## config.mk

```make
export PLATFORM = sky130hd
export DESIGN_NAME = ones_frame_accumulator
export DESIGN_NICKNAME = d
export VERILOG_FILES = /design/src/rtl/ones_frame_accumulator.sv
export SDC_FILE = /design/constraint.sdc
export NUM_CORES = 1
export LEC_CHECK = 0
export ABC_AREA = 1
export CAP_MARGIN = 20
export CORE_MARGIN = 3
export CORE_UTILIZATION = 58
export CTS_CLUSTER_DIAMETER = 200
export CTS_CLUSTER_SIZE = 16
export DETAILED_ROUTE_END_ITERATION = 8
export GPL_TIMING_DRIVEN = 0
export MAX_ROUTING_LAYER = met4
export PLACE_DENSITY_LB_ADDON = 0.12
export SYNTH_ARGS = -nofsm -noshare
export SYNTH_HDL_FRONTEND = slang
export SYNTH_SLANG_ARGS = --single-unit
```

## constraint.sdc

```tcl
create_clock -name clk -period 2.35 [get_ports clk]
set_input_delay 0.47 -clock clk [delete_from_list [all_inputs] [get_ports clk]]
set_output_delay 0.47 -clock clk [all_outputs]
set_load 0.03 [all_outputs]
```

## src/rtl/ones_frame_accumulator.sv

```systemverilog
// Purpose: accumulates per-byte ones counts over FRAME_LEN-beat frames; reports sum/max/min/threshold.
// Latency: results and out_valid are visible after the edge that accepts the last beat of a frame.
// Backpressure: while a result waits for out_ready the block holds it and drops in_ready.
module ones_frame_accumulator #(
  parameter int FRAME_LEN = 8,
  parameter int SUM_W     = 8,
  parameter int THRESH    = 32
) (
  input  logic             clk,
  input  logic             reset,
  input  logic             clear,
  input  logic             in_valid,
  output logic             in_ready,
  input  logic [3:0]       count_in,
  output logic             out_valid,
  input  logic             out_ready,
  output logic [SUM_W-1:0] total,
  output logic [3:0]       max_cnt,
  output logic [3:0]       min_cnt,
  output logic             over_thresh,
  output logic [7:0]       frames_done,
  output logic             err
);

  localparam int IDX_W = (FRAME_LEN > 2) ? $clog2(FRAME_LEN) : 1;
  localparam logic [IDX_W-1:0] IDX_LAST = IDX_W'(FRAME_LEN - 1);
  localparam logic [31:0] THRESH_U = 32'(THRESH);

  // S_RST is the reset state so in_ready stays low until the first edge after release.
  typedef enum logic [1:0] {
    S_RST   = 2'd0,
    S_ACCUM = 2'd1,
    S_HOLD  = 2'd2
  } state_t;

  state_t           state;
  state_t           state_nxt;
  logic [IDX_W-1:0] idx;
  logic [SUM_W-1:0] acc;
  logic [3:0]       rmax;
  logic [3:0]       rmin;

  logic             illegal;
  logic [3:0]       c;
  logic             first;
  logic             last;
  logic             accept;
  logic             handshake;
  logic [SUM_W-1:0] acc_nxt;
  logic [3:0]       rmax_nxt;
  logic [3:0]       rmin_nxt;

  // Saturate illegal counts to 8 and fold the current beat into the running statistics.
  always_comb begin
    illegal   = (count_in > 4'd8);
    c         = illegal ? 4'd8 : count_in;
    first     = (idx == '0);
    last      = (idx == IDX_LAST);
    accept    = in_valid && in_ready && !clear;
    handshake = out_valid && out_ready && !clear;
    acc_nxt   = first ? SUM_W'(c) : acc + SUM_W'(c);
    rmax_nxt  = (first || (c > rmax)) ? c : rmax;
    rmin_nxt  = (first || (c < rmin)) ? c : rmin;
  end

  // State register.
  always_ff @(posedge clk or negedge reset) begin
    if (!reset) begin
      state <= S_RST;
    end else begin
      state <= state_nxt;
    end
  end

  // Next-state and handshake decode; ready/valid depend on registered state only.
  always_comb begin
    state_nxt = state;
    in_ready  = 1'b0;
    out_valid = 1'b0;
    case (state)
      S_RST: begin
        state_nxt = S_ACCUM;
      end
      S_ACCUM: begin
        in_ready = 1'b1;
        if (accept && last) begin
          state_nxt = S_HOLD;
        end
      end
      S_HOLD: begin
        out_valid = 1'b1;
        if (out_ready) begin
          state_nxt = S_ACCUM;
        end
      end
      default: begin
        state_nxt = S_ACCUM;
      end
    endcase
    if (clear) begin
      state_nxt = S_ACCUM;
    end
  end

  // Frame accumulation, result capture on the last beat, sticky error flag.
  always_ff @(posedge clk or negedge reset) begin
    if (!reset) begin
      idx         <= '0;
      acc         <= '0;
      rmax        <= '0;
      rmin        <= '0;
      total       <= '0;
      max_cnt     <= '0;
      min_cnt     <= '0;
      over_thresh <= 1'b0;
      err         <= 1'b0;
    end else if (clear) begin
      idx  <= '0;
      acc  <= '0;
      rmax <= '0;
      rmin <= '0;
      err  <= 1'b0;
    end else if (accept) begin
      acc  <= acc_nxt;
      rmax <= rmax_nxt;
      rmin <= rmin_nxt;
      if (illegal) begin
        err <= 1'b1;
      end
      if (last) begin
        idx         <= '0;
        total       <= acc_nxt;
        max_cnt     <= rmax_nxt;
        min_cnt     <= rmin_nxt;
        over_thresh <= ({{(32 - SUM_W){1'b0}}, acc_nxt} >= THRESH_U);
      end else begin
        idx <= idx + 1'b1;
      end
    end
  end

  // Delivered-frame counter, advanced on each consumed result and wrapping at 256.
  always_ff @(posedge clk or negedge reset) begin
    if (!reset) begin
      frames_done <= '0;
    end else if (handshake) begin
      frames_done <= frames_done + 8'd1;
    end
  end

endmodule

```

After elaboration in Yosys (flattened, before gate mapping)

Index checks and enable logic that the tools add are counted.
Widths: inputs -> output; s select.

Logic and storage cells: 60
Bits in registers: 47
Output and inout port bits: 28
RAM bits: 0
Bits in latches: 0
Input bits: 9
Memories: 0
Bits in read-only memories: 0

$add $sub $neg: 3
Bitwise operators: 1
Multiplexer cells: 22
Eq/ne operators: 5
Multiply operators: 0
Order comparisons: 4
Reductions and logical operators: 14
Div/mod/pow operators: 0
Shifts and indexed selects: 0

Operators by type and width:

| kind                | number |
|---|---|
| $mux 4              | 7 |
| $mux 8              | 3 |
| $mux 3              | 3 |
| $add 8x1->8 const B | 1 |
| $add 8x4->8         | 1 |
| $ge 8x6->1 const B  | 1 |
| $mux 2              | 3 |
| $ne 3x3->1 const B  | 2 |
| $logic_and 1x1->1   | 5 |
| $mux 1              | 5 |
| $gt 4x4->1          | 1 |
| $gt 4x4->1 const B  | 1 |
| $lt 4x4->1          | 1 |
| $pmux 2 s2          | 1 |
| $reduce_and 2->1    | 2 |
| $reduce_bool 2->1   | 2 |
| $add 3x1->3 const B | 1 |
| $eq 3x3->1 const B  | 1 |
| $logic_not 3->1     | 1 |
| $reduce_and 3->1    | 1 |
| $eq 2x1->1 const B  | 1 |
| $eq 2x2->1 const B  | 1 |
| $logic_or 1x1->1    | 2 |
| $logic_not 1->1     | 1 |
| $not 1->1           | 1 |

Logic depth before layout (Yosys ltp)

Word-level depth: 8
Depth in mapped cells: 13
Mapped depth without buffers: 13

Worst setup path before layout

No wires, ideal clock.

Path type: input -> register
Start: input port count_in[3]
End: register acc[4]
Arrival time: 1.843 ns
Stages on the path: 10
Library setup time: 0.083 ns
Setup slack: 0.425 ns
Cell sequence: inv_1 > nand2_1 > inv_1 > ha_1 > fa_1 > nand3_1 > nand3_1 > a21boi_0 > o21ai_0 > o21ai_0

Cells in the longest elaborated chain, start to end: 6

RTL lines:

| element                | line | RTL |
|---|---|---|
| start: declaration     | 14   | `input logic [3:0] count_in,` |
| $gt 4x4->1             | 55   | `illegal = (count_in > 4'd8);` |
| $mux 4 *               | 56   | `c = illegal ? 4'd8 : count_in;` |
| $add 8x4->8 *          | 61   | `acc_nxt = first ? SUM_W'(c) : acc + SUM_W'(c);` |
| $mux 8 *               | 61   |  |
| $mux 8 *               | 123  | `end else if (accept) begin` |
| $mux 8 *               | 117  | `end else if (clear) begin` |
| end signal: assignment | 124  | `acc <= acc_nxt;` |
| end: declaration       | 39   | `logic [SUM_W-1:0] acc;` |

Mark *: on every way between the ends. The rest lies on a longest branch, timed or not. The select of a mux whose other input is x is not followed.
A chain may end at the register's enable or synchronous reset.

Worst setup path in the final report

Start: input port count_in[0]
End: register acc[4]

The elaborated chain is that of the path after synthesis.

==> results_dict.tcl <==
set metrics [dict create \
    detail-route-antenna-nets 0 \
    worstSkewPairLatency_ns 0.30 \
    drtIter0Drc 107 \
    core_area_um2 4140 \
    synthesis.nets 330 \
    synth_area_um2 2570 \
    grt_max_degree 25 \
    instances_no_fill 399 \
    final_cell_mix "nand2_1, dfrtp_1, nand3_1" \
    hold_viol 0 \
    synth_seq_area_share_pct 45.8 \
    p_clk_share_pct 30.3 \
    p_leak_uw 0.00156 \
    power_switching_uw 463 \
    cap_violations 0 \
    crit_path_cell_trace "clkdlybuf4s50_1 -> nand2_2 -> inv_1 -> ha_1 -> fa_2 -> nand3_1 -> nand3_1 -> a21boi_0 -> o21ai_0 -> o21ai_0" \
    intPower_uw 1160 \
    worst-path-buf-inv 2 \
    clock_path_buffers 2 \
    dpl.cell_count 392 \
    p_comb_share_pct 17.4 \
    grt_pass1_vias 2026 \
    cts_setup_buffers 0 \
    h-tree-depth 2 \
    clkSlewWorstSetupHoldPaths_ns 0.08 \
    hp-class "in2async" \
    cts_tree "done" \
    num_vias 2123 \
    synth_edf_count 0 \
    dp_hpwl_um 3970 \
    drt-pass1-iter-count 4 \
    yosys_warnings 0 \
    start_util_pct 62.0 \
    row_count 23 \
    viasPerCell 5.32 \
    postSynthAreaPerCell_um2 8.42 \
    final_common_cell "nand2_1" \
    seqPwrFrac_pct 52.2 \
    gr-total-overflow 0 \
    worst_path_max_delay_cell "clkdlybuf4s50_1" \
    die_w_um 72.6 \
    ys_types 33 \
    io_pins 37 \
    finalSetupTns_ns 0 \
    setup_violations 0 \
    swShare_pct 28.5 \
    fin_nets 374 \
    ys_seq_elements 47 \
    crit_fanout 5 \
    ir_drop_uv 361 \
    root_buffer "clkbuf_8" \
    path_class "in2reg" \
    pre_cts_slack_ns -0.589 \
    worst_slew_pin_slew_ns 0.575 \
    fin_ws_ns 0.169 \
    area_growth_pct 20.9 \
    place_congestion 0.908 \
    post-route-period-util_pct 92.8 \
    rsz0062_at_grt "false" \
    slew_violations 0 \
    cts_inserted_buffers 5 \
    slowest_delay_ns 0.47 \
    slew_headroom_pct 61.7 \
    avgRoutedWirePerCell_um 13.1 \
    dieHeight_um 72.6 \
    synthCells 305 \
    cts.sinks 47 \
    status "complete, no violations" \
    worst_clock_skew_ns 0.00743 \
    hold_buffers 0 \
    grt_usage_pct 22.7 \
    drive_gt1_share_pct 11.5 \
    fmax_mhz 459 \
    placement.io_buffers 36 \
    ys.flop_type "dfrtp_1" \
    critical_path.startpoint_type "input pin" \
    die_area_um2 5260 \
    min_period_ns 2.18 \
    ys_async_sr_fraction_pct 100 \
    route.detailed.drc 0 \
    power_density_nw_per_um2 523 \
    crit_arrival_ns 2.41 \
    crit_required_ns 2.58 \
    grt_pass1_wl_um 9020 \
    end_kind "flop" \
    antennaDiodeCount 0 \
    antenna_found_initial 0 \
    path_delay_family "adder cells" \
    wirelength_um 5220 \
]
[power by group through the flow]
| stage | clock, µW | combinational [µW] | sequential (µW) |
|---|---|---|---|
| finish | 493 | 283 | 849 |
| global route | 533 | 323 | 852 |
| CTS | 506 | 282 | 849 |
| detailed placement | 0 | 280 | 864 |
| global placement | 0 | 266 | 863 |
| floorplan | 0 | 175 | 871 |
[worst paths after layout]
| check | start | depth (start not counted) | endpoint | slack (ns) |
|---|---|---|---|---|
| max | count_in[0] | 10 | acc[4] | 0.17 |
| min | reset | 1 | total[7] | 0.15 |
| max reg2reg | acc[0] | 7 | acc[4] | 0.58 |
| min reg2reg | frames_done[7] | 1 | frames_done[7] | 0.48 |
| max in group asynchronous | reset | 2 | frames_done[2] | 1.68 |
| min in group clk | frames_done[7] | 1 | frames_done[7] | 0.48 |
[flip-flops by register name, indices dropped and copies added (netlist names)]
register     count
state            2
frames_done      8
rmin             4
over_thresh      1
err              1
min_cnt          4
max_cnt          4
idx              3
acc              8
rmax             4
total            8
[cell type report]
class	count	area [µm²]
buffer	8	52.6
clock buffer	6	82.6
clock inverter	1	5.00
fill	326	1040
inverter	40	153
multi-input combinational	210	1200
sequential	47	1180
tap	50	62.6
timing repair buffer	37	378
[cell families (layout without fill, tap and decap cells)]
kind of cell	count (synthesis)	after routing	synth area share (%)
XOR/XNOR	9	9	3.07
adder cells (fa/ha/maj)	16	16	8.09
AND/OR/NAND/NOR	154	154	28.0
AO/OA/AOI/OAI	30	30	6.62
flip-flops	47	47	45.8
multiplexers	1	1	0.438
buffers and inverters	48	92	7.99
[synthesized netlist by cell type, types with 2 or more instances]
cell type / instances / area share (%)
nand3_1: 42 / 8.2
nand2_1: 83 / 12
inv_2: 3 / 0.44
nor2_2: 2 / 0.49
dfrtp_1: 47 / 46
a21oi_1: 4 / 0.78
inv_1: 35 / 5.1
nor3_1: 2 / 0.39
buf_6: 2 / 0.88
nand2_2: 3 / 0.73
nor2_1: 12 / 1.8
xor2_1: 5 / 1.7
o22ai_1: 3 / 0.73
buf_2: 3 / 0.58
ha_1: 15 / 7.3
o21ai_2: 3 / 1.0
o21ai_1: 3 / 0.58
clkbuf_1: 2 / 0.29
nand4_1: 3 / 0.73
xnor2_1: 4 / 1.4
nor2_4: 3 / 1.3
o21ai_0: 15 / 2.9
[through the flow]
stage	hold WS, ns	power [µW]	cell area (µm²)	util [%]
floorplan	0.174	1050	2570	-
global placement	0.461	1130	2990	72.2
detailed placement	0.464	1140	3010	72.7
CTS	0.167	1640	3100	74.8
global route	0.176	1710	3110	75.0
finish	0.151	1630	3110	75.0
[timing repair]
item,4_1_cts,5_1_grt
hold endpoints to repair,0,0
pin swaps,0,0
gates resized for setup,2,6
setup endpoints to repair,9,11
[worst reg2reg max path, cell delays in order, from the launching register on]
cell and delay, ns:
dfrtp_1 0.40, ha_1 0.25, fa_2 0.39, nand3_1 0.10
nand3_1 0.11, a21boi_0 0.17, o21ai_0 0.12, o21ai_0 0.15
[metal layers]
metal	up-vias	wire, µm	global-route usage (%)
li1	1068	-	-
met1	991	2460	29.5
met2	60	2460	36.3
met3	4	265	5.12
met4	0	42	5.12
met5	-	0	-
(Power assumes the default switching activity.)
